<file path="src/rtl/aes_sbox_sched_if.sv">
// Bundle between the two S-box requesters, the randomness source, the shared
// masked S-box and the result consumers.
interface aes_sbox_sched_if #(
    parameter int SHARES = 2,
    parameter int RND_W  = 36,
    parameter int TAG_W  = 4
);
    logic                  req_a;
    logic [8*SHARES-1:0]   data_a;
    logic [TAG_W-1:0]      tag_a;
    logic                  ack_a;
    logic                  req_b;
    logic [8*SHARES-1:0]   data_b;
    logic [TAG_W-1:0]      tag_b;
    logic                  ack_b;
    logic                  abort;
    logic                  rnd_valid;
    logic [RND_W-1:0]      rnd;
    logic                  rnd_ready;
    logic [8*SHARES-1:0]   sbox_x;
    logic [RND_W-1:0]      sbox_rnd;
    logic [8*SHARES-1:0]   sbox_q;
    logic                  out_valid;
    logic                  out_src;
    logic [TAG_W-1:0]      out_tag;
    logic [8*SHARES-1:0]   out_q;
    logic                  busy;
    logic                  rnd_err;

    modport master (
        output req_a, data_a, tag_a, req_b, data_b, tag_b,
        output abort, rnd_valid, rnd, sbox_q,
        input  ack_a, ack_b, rnd_ready, sbox_x, sbox_rnd,
        input  out_valid, out_src, out_tag, out_q, busy, rnd_err
    );

    modport slave (
        input  req_a, data_a, tag_a, req_b, data_b, tag_b,
        input  abort, rnd_valid, rnd, sbox_q,
        output ack_a, ack_b, rnd_ready, sbox_x, sbox_rnd,
        output out_valid, out_src, out_tag, out_q, busy, rnd_err
    );
endinterface

</file>
<file path="src/rtl/aes_sbox_sched.sv">
// Round-robin issue controller for a shared fixed-latency masked AES S-box;
// a tag pipeline mirrors the S-box depth and routes each result to its owner.
module aes_sbox_sched #(
    parameter int SHARES  = 2,
    parameter int LATENCY = 4,
    parameter int RND_W   = 36,
    parameter int TAG_W   = 4
) (
    input  logic          clk,
    input  logic          rst,
    aes_sbox_sched_if.slave bus
);
    localparam int CNT_W = $clog2(LATENCY + 1);

    logic                 issue;
    logic                 grant_b;
    logic                 prio_b;
    logic                 live;
    logic                 retire;
    logic                 rnd_err_q;
    logic [CNT_W-1:0]     in_flight;
    logic [LATENCY-1:0]   vld_pipe;
    logic [LATENCY-1:0]   src_pipe;
    logic [TAG_W-1:0]     tag_pipe [LATENCY];

    always_comb begin
        live    = (in_flight != '0);
        issue   = (bus.req_a | bus.req_b) & bus.rnd_valid & ~bus.abort & ~rst;
        grant_b = bus.req_b & (~bus.req_a | prio_b);
        retire  = vld_pipe[LATENCY-1];
    end

    assign bus.ack_a     = issue & ~grant_b;
    assign bus.ack_b     = issue & grant_b;
    // Zero the S-box input when idle so no stale shares linger on it.
    assign bus.sbox_x    = issue ? (grant_b ? bus.data_b : bus.data_a) : '0;
    assign bus.rnd_ready = bus.rnd_valid & (issue | live) & ~rst;
    assign bus.sbox_rnd  = bus.rnd_ready ? bus.rnd : '0;

    assign bus.out_valid = vld_pipe[LATENCY-1] & ~rst;
    assign bus.out_src   = bus.out_valid & src_pipe[LATENCY-1];
    assign bus.out_tag   = bus.out_valid ? tag_pipe[LATENCY-1] : '0;
    assign bus.out_q     = bus.out_valid ? bus.sbox_q : '0;
    assign bus.busy      = live & ~rst;
    assign bus.rnd_err   = rnd_err_q & ~rst;

    always_ff @(posedge clk) begin
        if (rst) begin
            vld_pipe  <= '0;
            in_flight <= '0;
            rnd_err_q <= 1'b0;
            prio_b    <= 1'b1;
        end else begin
            // The S-box cannot stall, so an underflow is only flagged.
            if (live && !bus.rnd_valid) begin
                rnd_err_q <= 1'b1;
            end
            if (bus.abort) begin
                vld_pipe  <= '0;
                in_flight <= '0;
            end else begin
                for (int i = LATENCY - 1; i > 0; i--) begin
                    vld_pipe[i] <= vld_pipe[i-1];
                end
                vld_pipe[0] <= issue;
                in_flight   <= in_flight + CNT_W'(issue) - CNT_W'(retire);
            end
            if (issue) begin
                prio_b <= ~grant_b;
            end
        end
    end

    always_ff @(posedge clk) begin
        for (int i = LATENCY - 1; i > 0; i--) begin
            src_pipe[i] <= src_pipe[i-1];
            tag_pipe[i] <= tag_pipe[i-1];
        end
        src_pipe[0] <= grant_b;
        tag_pipe[0] <= grant_b ? bus.tag_b : bus.tag_a;
    end
endmodule

</file>
<file path="src/flat_wrapper.sv">
// flat-port wrapper written by rule: the top's interface ports become plain ports
module aes_sbox_sched_flat 
#(
    parameter int SHARES  = 2,
    parameter int LATENCY = 4,
    parameter int RND_W   = 36,
    parameter int TAG_W   = 4
)
  (clk, rst, bus_req_a, bus_data_a, bus_tag_a, bus_req_b, bus_data_b, bus_tag_b, bus_abort, bus_rnd_valid, bus_rnd, bus_sbox_q, bus_ack_a, bus_ack_b, bus_rnd_ready, bus_sbox_x, bus_sbox_rnd, bus_out_valid, bus_out_src, bus_out_tag, bus_out_q, bus_busy, bus_rnd_err);
  aes_sbox_sched_if #(.SHARES(SHARES), .RND_W(RND_W), .TAG_W(TAG_W)) bus_i ();
  input  logic clk;
  input  logic rst;
  input wire logic [$bits(bus_i.req_a)-1:0] bus_req_a;
  input wire logic [$bits(bus_i.data_a)-1:0] bus_data_a;
  input wire logic [$bits(bus_i.tag_a)-1:0] bus_tag_a;
  input wire logic [$bits(bus_i.req_b)-1:0] bus_req_b;
  input wire logic [$bits(bus_i.data_b)-1:0] bus_data_b;
  input wire logic [$bits(bus_i.tag_b)-1:0] bus_tag_b;
  input wire logic [$bits(bus_i.abort)-1:0] bus_abort;
  input wire logic [$bits(bus_i.rnd_valid)-1:0] bus_rnd_valid;
  input wire logic [$bits(bus_i.rnd)-1:0] bus_rnd;
  input wire logic [$bits(bus_i.sbox_q)-1:0] bus_sbox_q;
  output wire logic [$bits(bus_i.ack_a)-1:0] bus_ack_a;
  output wire logic [$bits(bus_i.ack_b)-1:0] bus_ack_b;
  output wire logic [$bits(bus_i.rnd_ready)-1:0] bus_rnd_ready;
  output wire logic [$bits(bus_i.sbox_x)-1:0] bus_sbox_x;
  output wire logic [$bits(bus_i.sbox_rnd)-1:0] bus_sbox_rnd;
  output wire logic [$bits(bus_i.out_valid)-1:0] bus_out_valid;
  output wire logic [$bits(bus_i.out_src)-1:0] bus_out_src;
  output wire logic [$bits(bus_i.out_tag)-1:0] bus_out_tag;
  output wire logic [$bits(bus_i.out_q)-1:0] bus_out_q;
  output wire logic [$bits(bus_i.busy)-1:0] bus_busy;
  output wire logic [$bits(bus_i.rnd_err)-1:0] bus_rnd_err;
  assign bus_i.req_a = bus_req_a;
  assign bus_i.data_a = bus_data_a;
  assign bus_i.tag_a = bus_tag_a;
  assign bus_i.req_b = bus_req_b;
  assign bus_i.data_b = bus_data_b;
  assign bus_i.tag_b = bus_tag_b;
  assign bus_i.abort = bus_abort;
  assign bus_i.rnd_valid = bus_rnd_valid;
  assign bus_i.rnd = bus_rnd;
  assign bus_i.sbox_q = bus_sbox_q;
  assign bus_ack_a = bus_i.ack_a;
  assign bus_ack_b = bus_i.ack_b;
  assign bus_rnd_ready = bus_i.rnd_ready;
  assign bus_sbox_x = bus_i.sbox_x;
  assign bus_sbox_rnd = bus_i.sbox_rnd;
  assign bus_out_valid = bus_i.out_valid;
  assign bus_out_src = bus_i.out_src;
  assign bus_out_tag = bus_i.out_tag;
  assign bus_out_q = bus_i.out_q;
  assign bus_busy = bus_i.busy;
  assign bus_rnd_err = bus_i.rnd_err;
  aes_sbox_sched #(.SHARES(SHARES), .LATENCY(LATENCY), .RND_W(RND_W), .TAG_W(TAG_W)) u_core (.clk(clk), .rst(rst), .bus(bus_i));
endmodule
</file>
<file path="config.mk">
export PLATFORM = sky130hd
export DESIGN_NAME = aes_sbox_sched_flat
export DESIGN_NICKNAME = d
export VERILOG_FILES = /design/src/rtl/aes_sbox_sched_if.sv /design/src/rtl/aes_sbox_sched.sv /design/src/flat_wrapper.sv
export SDC_FILE = /design/constraint.sdc
export NUM_CORES = 1
export LEC_CHECK = 0
export ABC_AREA = 1
export BUFFER_PORTS_ARGS = -buffer_cell sky130_fd_sc_hd__buf_2
export CAP_MARGIN = 20
export CORE_UTILIZATION = 39
export DETAILED_ROUTE_END_ITERATION = 16
export PLACE_DENSITY = 0.87
export SLEW_MARGIN = 20
export SYNTH_ARGS = -nofsm -noshare
export SYNTH_HDL_FRONTEND = slang
export SYNTH_SLANG_ARGS = --single-unit
</file>
<file path="constraint.sdc">
create_clock -name clk -period 3.5 [get_ports clk]
set_clock_uncertainty 0.05 [all_clocks]
set_input_delay 0.875 -clock clk [delete_from_list [all_inputs] [get_ports clk]]
set_output_delay 0.875 -clock clk [all_outputs]
set_load 0.05 [all_outputs]
</file>
==> results_dict.tcl <==
set metrics [dict create \
    final-setup-viol-count 0 \
    numClockSinks 29 \
    post-cts-setup-buffers 0 \
    detail_route.vias_per_cell 4.48 \
    layout-drive-gt1-share_pct 53.6 \
    tritoncts_clock_tree "done" \
    hold_path_startpoint "u_core.tag_pipe[0][0]" \
    crit_path_kind "input port to output port" \
    floorplan.io_pins 177 \
    outcome "finished clean" \
    core_area_mm2 0.00435 \
    hold_path_class "flip-flop to flip-flop" \
    gp_routability_congestion 0.848 \
    rr_endpoint "u_core.tag_pipe[0][3]" \
    grt_start_max_net_pins 55 \
    drt-pass1-iter-count 6 \
    antenna_left 0 \
    ctsHtreeMaxLevel 2 \
    yosys.area_share.simple_pct 23.3 \
    timing.slew.headroom_pct 54.2 \
    area_of_combinational_cells_with_multiple_inputs_um2 917 \
    hold_violations 0 \
    yosys-mux-area-fraction_pct 0 \
    yosys_warnings 0 \
    share_clk_of_total_power_pct 36.4 \
    postCtsResizedCells 0 \
    grt_remaining_overflow 0 \
    synth.distinct_cells 22 \
    critPathCaptureType "output port" \
    postSynthRegisterBits 29 \
    cellPowerDensity_mw_per_mm2 325 \
    yosys.area_share.xor_xnor_pct 0 \
    p_comb_share_pct 23.3 \
    port_buffers 176 \
    start_util_pct 40.7 \
    maximum_fanout_along_the_worst_path 37 \
    finalCriticalPeriod_ns 3.18 \
    syn-mean-instance-area_um2 7.48 \
    sw_frac_of_total_pct 28.2 \
    fraction_of_the_mapped_netlist_area_in_compound_gates_pct 25.9 \
    detail_route.wl_per_cell_um 10.8 \
    yosysSeqAreaShare_pct 32.7 \
    drv.max_cap_violation_count 0 \
    clk_transition_reported_paths_ns 0.06 \
    critPathRequiredTime_ns 2.57 \
    r2r.worst_path.cells 7 \
    synth_cells 237 \
    leakage_nw 1.68 \
    syn_nets 338 \
    grt_first_pass_wirelength_um 7650 \
    die_width_um 69.4 \
    timing.setup.tns_ns 0 \
    min_period_over_period_pct 90.8 \
    min_to "u_core.tag_pipe[1][0]" \
    fmax_ghz 0.315 \
    cts_hold_buffers 0 \
    final.fill_count 400 \
    worst_hold_path.num_cells 0 \
    synth_fa_ha_area_share_pct 2.54 \
    post-route-drc-count 0 \
    synthToLayoutAreaGrowth_pct 53.4 \
    grt_pass1_vias 1847 \
    fin_nets 508 \
    syn_area_mm2 0.00177 \
    r2r_slack_ns 1.81 \
    power.share.sequential_pct 40.3 \
    drt-initial-drc-count 57 \
    total_power_mw 0.884 \
    floorplan.die_area_mm2 0.00482 \
    cts_inserted_buffers 5 \
    worst-endpoint-arrival_ns 2.25 \
    routed-via-count 2055 \
    root_buffer "sky130_fd_sc_hd__clkbuf_8" \
    ff_latch_area_um2 581 \
    start_kind "input port" \
    power.net_switching_mw 0.249 \
    design_area_mm2 0.00272 \
    worst_slew_pin_slew_ns 0.684 \
    cellInternalPower_mw 0.635 \
    rsz0062_at_grt "no" \
    fp-row-count 24 \
    dp_hpwl_um 4010 \
    num_antenna_cells 0 \
    final-max-slew-violation-count 0 \
    grt_antenna_before_repair 0 \
    chipHeight_um 69.4 \
    worst_r2r_startpoint "u_core.prio_b" \
    gr-usage-all-layers_pct 19.5 \
    clk_latency_ns 0.27 \
    dpl_cell_area_mm2 0.00262 \
    wl_um 4950 \
    peakVddDrop_uv 167 \
    max-clock-path-buffers 2 \
    largest_family_of_logic_cells_by_synthesized_area "compound AO/OA/AOI/OAI gates" \
]
sequential cells by signal, indices dropped and copies added (netlist names):
name and count:
u_core.in_flight 3, u_core.prio_b 1, u_core.rnd_err_q 1, u_core.src_pipe 4
u_core.tag_pipe 16, u_core.vld_pipe 4
synthesized netlist by cell type (all sizes together):
master	count	share of area, %
nor2	33	7.4
nand2	40	9.2
nand3	20	6.4
clkbuf	1	0.21
fa	1	1.1
dfxtp	29	33
ha	2	1.4
inv	40	8.5
or2	1	0.35
a21oi	19	8.8
buf	15	6.8
a21boi	36	17
worst max path at each step:
stage,from,to,slack (ns)
floorplan,bus_rnd_valid,bus_sbox_rnd[17],0.12
global placement,bus_req_a,bus_sbox_x[15],0.40
detailed placement,bus_req_a,bus_sbox_x[0],0.32
CTS,bus_req_a,bus_sbox_x[0],0.32
global route,bus_req_a,bus_sbox_x[4],0.18
finish,bus_rnd_valid,bus_sbox_rnd[20],0.32
power by group through the flow:
| stage | Combinational, mW | Clock (mW) | Sequential (mW) |
|---|---|---|---|
| detailed placement | 0.206 | 0 | 0.364 |
| floorplan | 0.131 | 0 | 0.362 |
| global placement | 0.202 | 0 | 0.363 |
| global route | 0.222 | 0.345 | 0.358 |
| CTS | 0.206 | 0.328 | 0.357 |
| finish | 0.206 | 0.322 | 0.357 |
layer usage:
layer  vias to the layer above  routed length, um  track usage [%]
met4                         0                 49             7.03
met2                       106               2530             37.0
li1                       1072                  -                -
met3                         5                397             4.07
met5                         -                  0                0
met1                       872               1970             20.9
logic make-up (layout without fill, tap and decap cells):
kind of cell	Yosys count	in the layout
DFF	29	29
AOI/OAI and AO/OA	55	55
and+or+nand+nor	94	94
adders and majority gates	3	3
buffers and inverters	56	226
worst max-delay path, stage by stage:
cell	delay [ns]
sky130_fd_sc_hd__buf_2	0.10
sky130_fd_sc_hd__inv_1	0.07
sky130_fd_sc_hd__nor2_4	0.12
sky130_fd_sc_hd__nand2_2	0.41
sky130_fd_sc_hd__a21boi_0	0.36
sky130_fd_sc_hd__buf_2	0.31
layout make-up:
type	count	area share [%]
multi-input cells	152	33.7
repair buffers	179	33.2
flip-flops and latches	29	21.3
inverters	40	5.52
clock buffers	5	2.53
well taps	52	2.39
clock inverters	2	1.29
layout by cell type (no fill, tap or decap), drive strengths merged:
cell,netlist,routed
inv,40,40
a21oi,19,19
clkbuf,1,5
clkinv,0,1
ha,2,2
nand3,20,20
or2,1,1
dfxtp,29,29
nand2,40,40
nor2,33,33
fa,1,1
buf,15,179
bufinv,0,1
a21boi,36,36
metrics by stage:
step                      hold slack [ns]  worst slack (ns)  cells  util, %
after CTS                           0.276             0.319    459     62.5
after floorplan                     0.260             0.123    237        -
after detailed placement            0.262             0.320    452     60.1
after global routing                0.283             0.177    459     62.5
final                               0.275             0.323    459     62.5
after global placement              0.260             0.401    452     60.1
No activity file was read; power rests on OpenSTA's default activity.
